### src/rtl/cicero_net_pkg.sv
// Shared network definitions: latency type, its ceiling and the saturating
// adder used by both the latency FIFO and the switch's min-latency compare.
package cicero_net_pkg;

    localparam int LAT_W = 5;

    typedef logic [LAT_W-1:0] latency_t;

    localparam latency_t LAT_MAX = '1;

    // Add two latencies one bit wider than the operands, then clamp to all-ones.
    function automatic latency_t sat_add_lat(input latency_t a, input latency_t b);
        logic [LAT_W:0] sum;
        sum = {1'b0, a} + {1'b0, b};
        if (sum > {1'b0, LAT_MAX}) begin
            return LAT_MAX;
        end
        return sum[LAT_W-1:0];
    endfunction

endpackage

### src/rtl/latency_fifo.sv
// Elastic ready/valid buffer placed after a switch output port. Reports its
// own occupancy plus the downstream switch's latency back upstream so the
// upstream switch can steer traffic to the least-loaded path.
module latency_fifo
    import cicero_net_pkg::*;
#(
    parameter int DWIDTH              = 16,
    parameter int LATENCY_COUNT_WIDTH = 5,
    parameter int DEPTH               = 4
) (
    input  logic                           clk,
    input  logic                           rst_n,
    input  logic                           in_valid,
    input  logic [DWIDTH-1:0]              in_data,
    output logic                           in_ready,
    output logic [LATENCY_COUNT_WIDTH-1:0] in_latency,
    output logic                           out_valid,
    output logic [DWIDTH-1:0]              out_data,
    input  logic                           out_ready,
    input  logic [LATENCY_COUNT_WIDTH-1:0] out_latency
);

    localparam int PTR_W = $clog2(DEPTH);
    localparam int CNT_W = $clog2(DEPTH + 1);

    if ((DEPTH < 2) || ((DEPTH & (DEPTH - 1)) != 0)) begin : g_chk_depth
        $error("latency_fifo: DEPTH must be a power of two and at least 2");
    end
    if (CNT_W > LATENCY_COUNT_WIDTH) begin : g_chk_cnt_w
        $error("latency_fifo: occupancy count does not fit in the latency width");
    end
    // The latency type and saturating adder are shared with the switch, so the
    // port width has to match the package width.
    if (LATENCY_COUNT_WIDTH != LAT_W) begin : g_chk_lat_w
        $error("latency_fifo: LATENCY_COUNT_WIDTH must equal cicero_net_pkg::LAT_W");
    end

    logic [DWIDTH-1:0] mem [DEPTH];
    logic [PTR_W-1:0]  wr_ptr;
    logic [PTR_W-1:0]  rd_ptr;
    logic [CNT_W-1:0]  count;
    logic [CNT_W-1:0]  count_next;
    logic              push;
    logic              pop;

    // Ready/valid derive only from registered occupancy: no path from out_ready to in_ready.
    assign in_ready  = (count != CNT_W'(DEPTH));
    assign out_valid = (count != '0);
    assign out_data  = mem[rd_ptr];
    assign push      = in_valid & in_ready;
    assign pop       = out_valid & out_ready;

    // Post-edge occupancy; simultaneous push and pop leaves it unchanged.
    always_comb begin
        count_next = count;
        if (push && !pop) begin
            count_next = count + CNT_W'(1);
        end else if (pop && !push) begin
            count_next = count - CNT_W'(1);
        end
    end

    // Storage, pointers, occupancy and the registered latency report.
    always_ff @(posedge clk or negedge rst_n) begin
        if (!rst_n) begin
            for (int i = 0; i < DEPTH; i++) begin
                mem[i] <= '0;
            end
            wr_ptr     <= '0;
            rd_ptr     <= '0;
            count      <= '0;
            in_latency <= '0;
        end else begin
            if (push) begin
                mem[wr_ptr] <= in_data;
                wr_ptr      <= wr_ptr + PTR_W'(1);
            end
            if (pop) begin
                rd_ptr <= rd_ptr + PTR_W'(1);
            end
            count      <= count_next;
            in_latency <= sat_add_lat(latency_t'(count_next), out_latency);
        end
    end

endmodule

### config.mk
export PLATFORM = sky130hd
export DESIGN_NAME = latency_fifo
export DESIGN_NICKNAME = d
export VERILOG_FILES = /design/src/rtl/cicero_net_pkg.sv /design/src/rtl/latency_fifo.sv
export SDC_FILE = /design/constraint.sdc
export NUM_CORES = 1
export LEC_CHECK = 0
export CORE_MARGIN = 1.5
export CORE_UTILIZATION = 45
export DETAILED_ROUTE_END_ITERATION = 6
export GPL_TIMING_DRIVEN = 0
export PLACE_DENSITY = 0.74
export SLEW_MARGIN = 20
export SYNTH_ARGS = -nofsm -noshare
export SYNTH_HDL_FRONTEND = slang
export SYNTH_SLANG_ARGS = --single-unit
### constraint.sdc
create_clock -name clk -period 3.5 [get_ports clk]
set_input_delay 1.05 -clock clk [delete_from_list [all_inputs] [get_ports clk]]
set_output_delay 1.05 -clock clk [all_outputs]
set_load 0.01 [all_outputs]
==> results of run 1 <==
[through the flow]
step | util, % | setup slack, ns | std cells
floorplan | - | 0.3814 | 237
global placement | 53.31 | -1.246 | 388
detailed placement | 53.53 | -0.3823 | 389
CTS | 56.28 | 0.08926 | 405
global route | 56.30 | 0.002588 | 405
finish | 56.30 | 0.1066 | 405
[cells in the final DEF (no fill, tap or decap), types with 2 or more instances in the layout]
cell                              synthesis  routed
sky130_fd_sc_hd__nand2_1                  7       7
sky130_fd_sc_hd__dfrtp_1                 76      76
sky130_fd_sc_hd__xnor2_1                  4       4
sky130_fd_sc_hd__buf_4                    0       2
sky130_fd_sc_hd__inv_1                    5       5
sky130_fd_sc_hd__buf_2                    5       4
sky130_fd_sc_hd__mux2i_1                  4       4
sky130_fd_sc_hd__mux4_2                  16      16
sky130_fd_sc_hd__clkdlybuf4s50_1          0      45
sky130_fd_sc_hd__nand3_1                  2       2
sky130_fd_sc_hd__mux2_2                  24      24
sky130_fd_sc_hd__clkinvlp_4               0       2
sky130_fd_sc_hd__mux2_4                  40      40
sky130_fd_sc_hd__a21oi_1                  7       7
sky130_fd_sc_hd__buf_6                    5       5
sky130_fd_sc_hd__clkbuf_8                 0       9
sky130_fd_sc_hd__a31oi_1                  2       2
sky130_fd_sc_hd__ha_1                    10      10
sky130_fd_sc_hd__nor3_1                   2       2
sky130_fd_sc_hd__clkbuf_1                 2       2
sky130_fd_sc_hd__nand2_4                  4       4
sky130_fd_sc_hd__or2_2                    2       2
sky130_fd_sc_hd__bufinv_16                0       2
sky130_fd_sc_hd__o21ai_0                  2       2
sky130_fd_sc_hd__nor2_1                   4       4
[report_power, final]
group | switching (W) | internal (W)
Sequential | 0.000219 | 0.00133
Clock | 0.000323 | 0.000402
Combinational | 0.000894 | 0.00146
[final cells by class]
class                           count  area (sq um)
Clock inverter                      6         88.84
Buffer                             12         92.59
Fill cell                         636          3555
Multi-Input combinational cell    143          1737
Clock buffer                       10         127.6
Timing Repair Buffer               47         478.0
Tap cell                          105         131.4
Inverter                            6         22.52
Sequential cell                    76          1902
[cells in the mapped netlist]
master,instances
sky130_fd_sc_hd__inv_1,5
sky130_fd_sc_hd__nand2_1,7
sky130_fd_sc_hd__nand2b_1,1
sky130_fd_sc_hd__buf_6,5
sky130_fd_sc_hd__mux2_4,40
sky130_fd_sc_hd__a311oi_1,1
sky130_fd_sc_hd__buf_2,5
sky130_fd_sc_hd__o21ai_0,2
sky130_fd_sc_hd__nand2_4,4
sky130_fd_sc_hd__a21o_1,1
sky130_fd_sc_hd__clkbuf_1,2
sky130_fd_sc_hd__xnor2_1,4
sky130_fd_sc_hd__dfrtp_1,76
sky130_fd_sc_hd__a21oi_1,7
sky130_fd_sc_hd__nand3_1,2
sky130_fd_sc_hd__a21oi_4,1
sky130_fd_sc_hd__inv_2,1
sky130_fd_sc_hd__ha_1,10
sky130_fd_sc_hd__or2_2,2
sky130_fd_sc_hd__nor3_1,2
sky130_fd_sc_hd__a211oi_1,1
sky130_fd_sc_hd__o22a_1,1
sky130_fd_sc_hd__fa_1,1
sky130_fd_sc_hd__or2b_1,1
sky130_fd_sc_hd__and3b_1,1
sky130_fd_sc_hd__o2bb2ai_1,1
sky130_fd_sc_hd__mux2i_1,4
sky130_fd_sc_hd__nor2_1,4
sky130_fd_sc_hd__a31oi_1,2
sky130_fd_sc_hd__nor2b_1,1
sky130_fd_sc_hd__mux4_2,16
sky130_fd_sc_hd__a221o_1,1
sky130_fd_sc_hd__mux2_2,24
sky130_fd_sc_hd__o21bai_1,1
[worst max-delay path by stage]
| stage | endpoint | slack (ns) | start |
|---|---|---|---|
| 6_report | out_data[12] | 0.11 | rd_ptr[1] |
| 5_1_grt | out_data[12] | 0.003 | rd_ptr[1] |
| 4_1_cts | out_data[12] | 0.09 | rd_ptr[0] |
| 3_5_place_dp | in_latency[1] | -0.38 | out_ready |
| 3_3_place_gp | in_latency[4] | -1.25 | rst_n |
| 2_1_floorplan | in_latency[1] | 0.38 | out_ready |
[cells by family after synthesis]
group,after synthesis,share of synthesized area (%)
AOI/OAI and AO/OA,19,3.542
xor gates and xnor gates,4,0.9354
adders and majority gates,11,3.876
buffers and inverters,18,2.973
DFF,76,50.79
muxes,84,33.95
and+or+nand+nor,25,3.943
[registers in the layout (all words and copies together), names as in the netlist]
signal      count
wr_ptr          2
rd_ptr          2
count           3
in_latency      5
mem            64
[what timing repair did]
item                       CTS  global route
pin swaps                    0             0
setup endpoints to repair   10             2
resized for setup            2             2
buffers inserted             0             0
[metal layers]
layer  vias to the layer above  routed length, um
met2                        35               3284
met3                         8                243
met5                         -                  0
met4                         0                 96
met1                      1083               3191
li1                        983                  -
==> results.yml, run 1 <==
clock_network:
  cts.sink_count: 76
  root_buffer: "sky130_fd_sc_hd__clkbuf_8"
  h-tree-depth: 3
  ctsHoldBuffers: 0
  clkSlewWorstSetupHoldPaths_ns: 0.07
  cts_buffer_depth: 2
  cts_inserted_buffers: 9
  tritoncts: "done"
  clock_latency_of_the_later_clocked_register_in_the_worst_skew_pair_ns: 0.35
worst_hold_path:
  hold_end: "mem[0]"
  hold_path_startpoint: "mem[0]"
  hp-class: "reg2reg"
  hold_path_depth: 1
synth:
  synthTopCellsByArea: "sky130_fd_sc_hd__dfrtp_1 (51%), sky130_fd_sc_hd__mux2_4 (16%), sky130_fd_sc_hd__mux4_2 (9.6%), sky130_fd_sc_hd__mux2_2 (7.2%), sky130_fd_sc_hd__ha_1 (3.3%)"
  synth.avg_cell_area_sq_um: 15.80
  synth.largest_area_cell: "sky130_fd_sc_hd__dfrtp_1"
  synth_warnings: 0
  synth_nets: 273
  seq_area_frac_synth_pct: 50.79
  ys_ff_latch: 76
  post_synth_instance_area_sq_mm: 0.003745
  synth.lib_cells_used.distinct: 34
  synth_top_area_share_pct: 50.79
  postSynthCellCount: 237
placed_design:
  placement.io_buffers: 46
  place_congestion: 0.7302
  placed_area_sq_mm: 0.004354
  dp_hpwl_um: 4545
die:
  die_height_um: 94.23
  core_area_sq_mm: 0.008134
  placement_rows: 33
  pin_count: 48
  die_area_sq_mm: 0.008878
  initial_core_util_pct: 46.04
  fp.dieW_um: 94.23
pwr:
  power.total_w: 0.004631
  worst_ir_drop_vdd_uv: 283.8
  pwr_cell_area_mw_per_mm2: 1011
  power.leakage_nw: 2.100
detailed_routing:
  drtIter0Drc: 70
  finalWirelength_um: 6816
  vias: 2109
  postRouteAntennaNets: 0
  wire_per_inst_um: 16.83
  remaining_drc_errors: 0
  via_per_inst: 5.207
  drt_pre_antenna_iters: 6
critical_path:
  master_of_the_slowest_instance_on_the_critical_path: "sky130_fd_sc_hd__clkdlybuf4s50_1"
  critical_path_cell_count: 4
  arrival_ns: 2.34
  cp_max_fo: 10
  start_kind: "flip-flop"
  setup.reg_to_reg.worst_slack_ns: 0.85
  crit_type: "reg2out"
  critical_path.cell_chain: "clkbuf_1, buf_2, mux4_2, clkdlybuf4s50_1"
  worst_path_largest_cell_delay_ns: 0.50
  crit_required_ns: 2.45
  worst_r2r_path_depth: 10
  crit_reg_reg_startpoint: "count[1]"
  cp.buffers_inverters: 3
  cp_top_delay_family: "buffers and inverters"
  timing.critical_path.to_type: "output port"
  r2r_end: "in_latency[0]"
sta:
  hold_viol: 0
  finalMaxSlewViolations: 0
  finalSetupViolations: 0
  unrepaired_setup_endpoints_after_global_routing: "no"
  layout_min_cycle_time_ns: 3.393
  max_slew_margin_pct: 64.80
  finalCritPeriodShare_pct: 96.95
  worst_slew_pin_slew_ns: 0.5281
  fin_hold_ws_ns: 0.5043
  clock_tree_skew_after_final_layout_ns: 0.009165
  max_freq_ghz: 0.2947
  sum_of_negative_setup_slack_ns: 0
global_route:
  antenna_violations_before_repair: 0
  overflow: 0
  grt.total_usage_pct: 16.84
  grt_max_degree: 45
  global_route_wire_length_before_repair_um: 11180
  global_route.usage.met3_pct: 3.803
  grt_pass1_vias: 2205
  grt.met2_usage_pct: 26.80
  use_met1_pct: 22.43
  grt-busiest-layer: "met2"
final_layout:
  nNetsFinal: 331
  antenna-diode-count: 0
  drive_above_1_share_pct: 39.00
  area_delta_synth_final_pct: 22.29
  final_cell_area_sq_mm: 0.004579
status:
  outcome: "complete, no violations"
run:
  cap_viol_max_count: 0
Note: power is estimated with default switching activity, not from simulation.
==> inputs of run 2 (changes only) <==
CORE_UTILIZATION = 30   (was 45)
CTS_CLUSTER_DIAMETER = 30   (was not set)
DONT_BUFFER_PORTS = 1   (was not set)
PLACE_DENSITY = 0.51   (was 0.74)
==> results.yml, run 2 (synthesized netlist as in run 1, its figures left out) <==
critical_path:
  cp_max_fo: 10
  timing.critical_path.to_type: "flip-flop"
  crit_type: "in2reg"
  start_kind: "primary input"
  critical_path.cell_chain: "clkbuf_1, mux2i_1, a21oi_1, a211oi_1, ha_1, a21o_1, a21oi_1, nor2_1, or2_2"
  crit_required_ns: 3.71
  r2r_end: "in_latency[0]"
  worst_path_largest_cell_delay_ns: 0.50
  worst_r2r_path_depth: 10
  master_of_the_slowest_instance_on_the_critical_path: "sky130_fd_sc_hd__a211oi_1"
  arrival_ns: 3.29
  crit_path_frequent_cell: "sky130_fd_sc_hd__a21oi_1"
  setup.reg_to_reg.worst_slack_ns: 0.69
  crit_reg_reg_startpoint: "count[1]"
placed_design:
  place_congestion: 0.6774
  placement.io_buffers: 0
  dp_hpwl_um: 4723
pwr:
  worst_ir_drop_vdd_uv: 416.3
  pwr-share-seq_pct: 35.8
  pwr-share-clk_pct: 22.3
  combinationalPowerShare_pct: 42.0
  internal_w: 0.003026
  net_switching_power_w: 0.001387
  power.leakage_nw: 1.951
  pwr_cell_area_mw_per_mm2: 1033
  power.total_w: 0.004413
  power.share.switching_pct: 31.43
detailed_routing:
  drtIter0Drc: 64
  postRouteAntennaNets: 0
  drt_pre_antenna_iters: 4
  via_per_inst: 4.618
  vias: 1944
  finalWirelength_um: 7136
  remaining_drc_errors: 0
  wire_per_inst_um: 16.95
sta:
  clock_tree_skew_after_final_layout_ns: 0.004756
  sum_of_negative_setup_slack_ns: 0
  layout_min_cycle_time_ns: 3.081
  fin_hold_ws_ns: 0.4130
  max_slew_margin_pct: 61.79
  finalSetupViolations: 0
  hold_viol: 0
  max_freq_ghz: 0.3245
  worst_slew_pin_slew_ns: 0.5731
  finalMaxSlewViolations: 0
  unrepaired_setup_endpoints_after_global_routing: "no"
  finalCritPeriodShare_pct: 88.03
clock_network:
  post_cts.repair.setup_buffers: 0
  cts.sink_count: 76
  clock_latency_of_the_later_clocked_register_in_the_worst_skew_pair_ns: 0.33
  ctsHoldBuffers: 0
  cts_inserted_buffers: 9
  cts_buffer_depth: 2
  postCtsResizedCells: 0
  root_buffer: "sky130_fd_sc_hd__clkbuf_16"
  clkSlewWorstSetupHoldPaths_ns: 0.06
  h-tree-depth: 3
  tritoncts: "done"
final_layout:
  final_common_cell: "sky130_fd_sc_hd__dfrtp_1"
  antenna-diode-count: 0
  largestRegisters: "mem (64), in_latency (5), count (3)"
  nNetsFinal: 284
  layout_common_cells: "sky130_fd_sc_hd__dfrtp_1 (76), sky130_fd_sc_hd__mux2_4 (40), sky130_fd_sc_hd__mux2_2 (24)"
  number_of_flip_flops_in_the_largest_register: 64
  regMostFlops: "mem"
  drive_above_1_share_pct: 44.66
  area_delta_synth_final_pct: 14.10
global_route:
  grt_pass1_vias: 2101
  antenna_violations_before_repair: 0
  global_route_wire_length_before_repair_um: 11590
  grt_max_degree: 77
  overflow: 0
  grt.total_usage_pct: 11.72
die:
  fp.dieW_um: 114.7
  initial_core_util_pct: 30.92
  core_area_sq_mm: 0.01211
  pin_count: 48
  die_area_sq_mm: 0.01316
  die_height_um: 114.7
  placement_rows: 40
worst_hold_path:
  hp-class: "in2async"
run:
  cap_viol_max_count: 0
status:
  outcome: "complete, no violations"
[run 2: cell count changes in the layout (fill, tap and decap cells not counted), sizes merged]
cell           delta
buf               -2
clkdlybuf4s50    -45
[run 2: power by group through the flow]
stage          Clock, W  Sequential (W)  Combinational [W]
2_1_floorplan         0         0.00151            0.00162
3_3_place_gp          0         0.00158            0.00187
3_5_place_dp          0         0.00159            0.00189
4_1_cts         0.00101         0.00158            0.00190
5_1_grt         0.00106         0.00163            0.00201
6_report       0.000982         0.00158            0.00185
[run 2: stage by stage]
step | instance area [sq um] | std cells | setup slack [ns] | util [%]
2_1_floorplan | 3745 | 237 | 0.3814 | -
3_3_place_gp | 3955 | 405 | 0.06390 | 32.66
3_5_place_dp | 3955 | 405 | 0.03939 | 32.66
4_1_cts | 4273 | 421 | 0.3764 | 35.28
5_1_grt | 4273 | 421 | 0.2561 | 35.28
6_report | 4273 | 421 | 0.4188 | 35.28
[run 2: how the worst max path moves through the flow]
stage,to,slack [ns],from,cells after the start
3_5_place_dp,in_latency[0],0.04,out_ready,9
3_3_place_gp,in_latency[0],0.06,out_ready,9
4_1_cts,out_data[13],0.38,rd_ptr[0],3
2_1_floorplan,in_latency[1],0.38,out_ready,9
6_report,in_latency[0],0.42,out_ready,9
5_1_grt,in_latency[0],0.26,out_ready,9
[run 2: area by class of cell]
type                       instances  area, sq um
buffer                            12        88.84
clock buffer                      10        229.0
clock inverter                     6        88.84
fill                            1188         7839
inverter                           6        22.52
multi-input combinational        143         1732
sequential                        76         1902
tap                              168        210.2
[run 2: critical path, delay by kind of cell]
family          cells  cell delay (ns)
simple gates        2             0.37
buf+inv             1             0.31
fa+ha+maj           1             0.35
compound gates      4             0.97
mux                 1             0.24
[run 2: per-layer routing]
metal,routed length (um),track usage (%)
met5,0,0
met4,79,3.457
met3,434,4.500
met2,3472,19.20
met1,3149,14.46
